===== src/rtl/watch_set_cu.sv =====
// watch_set_cu: set-mode control FSM for a watch (field select, inc/dec pulses, blink).
// Define SET_TIMEOUT_EN to add an idle counter that auto-exits set mode.
module watch_set_cu #(
  parameter int BLINK_HALF  = 25_000_000,
  parameter int TIMEOUT_CYC = 1_000_000_000
) (
  input  logic       clk,
  input  logic       reset,
  input  logic       i_en,
  input  logic       i_mode,
  input  logic       i_next,
  input  logic       i_up,
  input  logic       i_down,
  output logic       o_set,
  output logic [1:0] o_sel,
  output logic       o_inc,
  output logic       o_dec,
  output logic       o_blank
);
  // Encoding chosen so the state value doubles as the o_sel code.
  typedef enum logic [1:0] {RUN = 2'd0, SET_SEC = 2'd1, SET_MIN = 2'd2, SET_HOUR = 2'd3} state_t;
  localparam int BW = $clog2(BLINK_HALF + 1);
  state_t state_q, state_d;
  logic inc_q, inc_d, dec_q, dec_d, phase_q, phase_d;
  logic [BW-1:0] blink_q, blink_d;
  logic tout, mode, nxt, clr, wrap;
`ifdef SET_TIMEOUT_EN
  localparam int TW = $clog2(TIMEOUT_CYC + 1);
  logic [TW-1:0] idle_q, idle_d;
  assign tout = (state_q != RUN) && (idle_q == TW'(TIMEOUT_CYC - 1));
  always_comb begin
    idle_d = (state_d == RUN || (i_en && (i_mode || i_next || i_up || i_down))) ? '0 : idle_q + 1'b1;
  end
  always_ff @(posedge clk or posedge reset) begin
    if (reset) idle_q <= '0;
    else       idle_q <= idle_d;
  end
`else
  assign tout = (TIMEOUT_CYC < 0);
`endif
  always_comb begin
    mode    = i_en & (i_mode | tout);
    nxt     = i_en & i_next & ~mode & (state_q != RUN);
    inc_d   = i_en & i_up & ~i_down & ~mode & ~i_next & (state_q != RUN);
    dec_d   = i_en & i_down & ~i_up & ~mode & ~i_next & (state_q != RUN);
    state_d = !i_en ? RUN :
              mode  ? (state_q == RUN ? SET_HOUR : RUN) :
              nxt   ? (state_q == SET_HOUR ? SET_MIN : state_q == SET_MIN ? SET_SEC : SET_HOUR) :
              state_q;
    // Restart the blink phase on any visible change so the field shows at once.
    clr     = (state_d == RUN) | (state_d != state_q) | inc_d | dec_d;
    wrap    = (blink_q == BW'(BLINK_HALF - 1));
    blink_d = (clr || wrap) ? '0 : blink_q + 1'b1;
    phase_d = clr ? 1'b0 : phase_q ^ wrap;
  end
  always_ff @(posedge clk or posedge reset) begin
    if (reset) begin
      state_q <= RUN;
      inc_q   <= 1'b0;
      dec_q   <= 1'b0;
      phase_q <= 1'b0;
      blink_q <= '0;
    end else begin
      state_q <= state_d;
      inc_q   <= inc_d;
      dec_q   <= dec_d;
      phase_q <= phase_d;
      blink_q <= blink_d;
    end
  end
  assign o_set   = (state_q != RUN);
  assign o_sel   = state_q;
  assign o_inc   = inc_q;
  assign o_dec   = dec_q;
  assign o_blank = phase_q;
endmodule


===== config.mk =====
export PLATFORM = sky130hd
export DESIGN_NAME = watch_set_cu
export DESIGN_NICKNAME = d
export VERILOG_FILES = /design/src/rtl/watch_set_cu.sv
export SDC_FILE = /design/constraint.sdc
export NUM_CORES = 1
export LEC_CHECK = 0
export ABC_CLOCK_PERIOD_IN_PS = 1500
export CORE_MARGIN = 2
export CORE_UTILIZATION = 35
export CTS_BUF_LIST = sky130_fd_sc_hd__clkbuf_8 sky130_fd_sc_hd__clkbuf_16
export DETAILED_ROUTE_END_ITERATION = 12
export REMOVE_ABC_BUFFERS = 1
export SLEW_MARGIN = 20
export SYNTH_ARGS = -nofsm -noshare
export SYNTH_HDL_FRONTEND = slang
export SYNTH_SLANG_ARGS = --single-unit

===== constraint.sdc =====
create_clock -name clk -period 1.5 [get_ports clk]
set_input_delay 0.45 -clock clk [delete_from_list [all_inputs] [get_ports clk]]
set_output_delay 0.45 -clock clk [all_outputs]
set_load 0.02 [all_outputs]

==> metrics <==
CP Max Fanout 7; Post-Syn Area about 1600 µm²; Post-Route Skew 0.006107 ns; Worst Tran Pin Value a little over 0.4 ns; Power Density about 700 nW/µm²; setup TNS -4.366 ns; antenna violations before repair 0; commonest cells in the netlist 30 x dfrtp_1, 14 x nor2_1, 13 x a21oi_1; Critical Path RT approximately 1.7 ns; CTS clk-pin slew, worst paths about 0.060 ns; share of cells above drive strength 1 between 40 and 50%; slowest CP cell dfrtp_1; Clock Latency Late Sink between 0.2 and 0.3 ns; failing checks setup timing; number of port buffers 12; worst hold margin 0.4861 ns; Core ar. between 4000 and 5000 µm²; Warnings, synthesis 0; CTS max path bufs 2; CTS Hold Bufs 0; CTS sink cnt 30; Die Wd roughly 71 µm; area delta synth->final 62.82%; most numerous cell in the Yosys netlist dfrtp_1; first-pass GRT wire length about 7500 µm; EDFF count, synth 0; Synth area leader dfrtp_1; GRT Residual Overflow 0; Seq/Total Area, Yosys slightly below 50%; crit-path max cell delay approximately 0.40 ns; total CTS buffers 5; initial DRC count 60; vias per cell about 5.4; Detail Route Antenna Nets 0; Peak Freq 585.5 MHz; Final Hold Viols 0; IO Count 13; status finished, violations left; largest net degree at the start of global routing 31; H-tree lvl count 2; Std-Cell Rows 24; Die H slightly above 70 µm; antenna diode count 0; final setup fails 26; CTS root buffer clkbuf_8; WL per Instance 16.25 µm; Initial Utilization between 30% and 40%; LEAKAGE 0.001050 µW; max-slew violations 0; Post-Route WL between 4000 and 5000 µm; FF+latch count, synth 30; vias in the first global route 1583; asr flop ratio synth 100.0%; worst path bufs/invs 3; Nets roughly 230; CP endpoint kind flop; kind of critical path flop to flop; top cells by area, synth dfrtp_1 48%, xor2_1 4.5%, a21oi_1 4.2%, nor2_1 3.4%, o31ai_1 3.4%; Avg Cell Area, Syn roughly 10 µm²; drt pass-1 iters 4; max_cap viols 0; RSZ-0062 raised after global routing true; GRT Total Usage approximately a fifth; critical path startpoint category flop; Worst Path Arrival around 1.9 ns; worst vdd ir between 0.0004 and 0.0005 V; Yosys top cell area share between 40% and 50%; Cells after Synth approximately 160; die area 4982 µm²; Pwr Total roughly 1800 µW; DRC errors left 0; CP Cell Sequence buf_6 > nor4b_4 > nand4_1 > o21ai_4 > buf_6 > buf_12 > nor2_4; Synth cell types 32; min Tclk post-route about 1.7 ns; Hold Crit Class flop to flop; hpwl dp roughly 2600 µm; CTS tree built; vias 1463; Post-synth top flop dfrtp_1; cell family with most CP delay simple AND/OR/NAND/NOR gates; most frequent CP cell buf_6; fin worst setup slack -0.2080 ns; Routability Congestion ~0.8; Slew Limit Headroom between 70% and 80%; period utilization 113.9%
[stage by stage]
step                worst slack [ns]  utilization, %  instance area (µm²)  std cells
floorplan                    -0.3518               -                 1509        151
global placement             -0.2230           46.35                 2004        253
detailed placement           -0.2886           46.35                 2004        253
CTS                          -0.1542           56.74                 2454        272
global route                 -0.2518           58.42                 2526        273
finish                       -0.2080           58.42                 2526        273
[cells in the final DEF, fill, tap and decap left out, drive strengths merged, types with 2 or more instances in the layout]
master	instances
clkdlybuf4s50	6
and4	4
nand4	9
or3	7
o21ai	8
and3	3
or2	2
nor3b	2
clkbuf	8
nand3	9
nand2	8
o31ai	7
or4	7
a21oi	13
buf	53
dlygate4sd2	3
inv	5
and2	2
xor2	8
xnor2	4
dfrtp	30
nor2	14
[registers in the layout, summed over array words and instances, names as in the netlist]
name and flops:
o_blank 1, o_inc 1, o_dec 1, o_sel 2, blink_q 25
[cells by family (layout without fill, tap and decap cells)]
| kind of cell | count (synthesis) | after routing | synth area share (%) |
|---|---|---|---|
| fa+ha+maj | 1 | 1 | 0.8063 |
| simple gates | 70 | 70 | 26.77 |
| compound gates | 31 | 31 | 11.94 |
| mux | 2 | 2 | 1.371 |
| xor+xnor | 12 | 12 | 6.774 |
| buf+inv | 13 | 75 | 3.952 |
| flops | 30 | 30 | 48.39 |
[repair_timing]
item,4_1_cts,5_1_grt
hold endpoints to repair,0,0
gates resized for setup,70,18
setup endpoints to repair,32,28
cloned,4,0
buffers inserted,7,1
pin swaps,25,4
[cell type report]
cell class | instances | area [µm²]
Fill cell | 350 | 1798
Timing Repair Buffer | 62 | 615.6
Tap cell | 52 | 65.06
Multi-Input combinational cell | 116 | 965.9
Sequential cell | 30 | 750.7
Clock buffer | 8 | 110.1
Inverter | 5 | 18.77
[power breakdown]
group | internal [µW] | switching, µW | total [µW] | leakage, µW
Sequential | 816 | 4.26 | 821 | 0.000417
Combinational | 97.8 | 89.3 | 187 | 0.000575
Clock | 463 | 309 | 772 | 0.0000575
Total | 1380 | 403 | 1780 | 0.00105
[layer usage]
metal | wire, µm | track usage [%] | up-vias
met1 | 1857 | 22.39 | 724
met3 | 106 | 4.274 | 13
met2 | 2357 | 31.87 | 27
li1 | - | - | 699
met5 | 0 | 0 | -
met4 | 114 | 9.853 | 0
[path summary, 6_finish.rpt]
check	cells after the start	startpoint	slack, ns	to
max	7	blink_q[8]	-0.21	blink_q[2]
min	1	blink_q[0]	0.49	blink_q[0]
max reg2reg	7	blink_q[8]	-0.21	blink_q[2]
min reg2reg	1	blink_q[0]	0.49	blink_q[0]
max in group asynchronous	3	reset	0.84	o_inc
min in group asynchronous	3	reset	0.50	blink_q[9]
No activity file was read; power rests on OpenSTA's default activity.
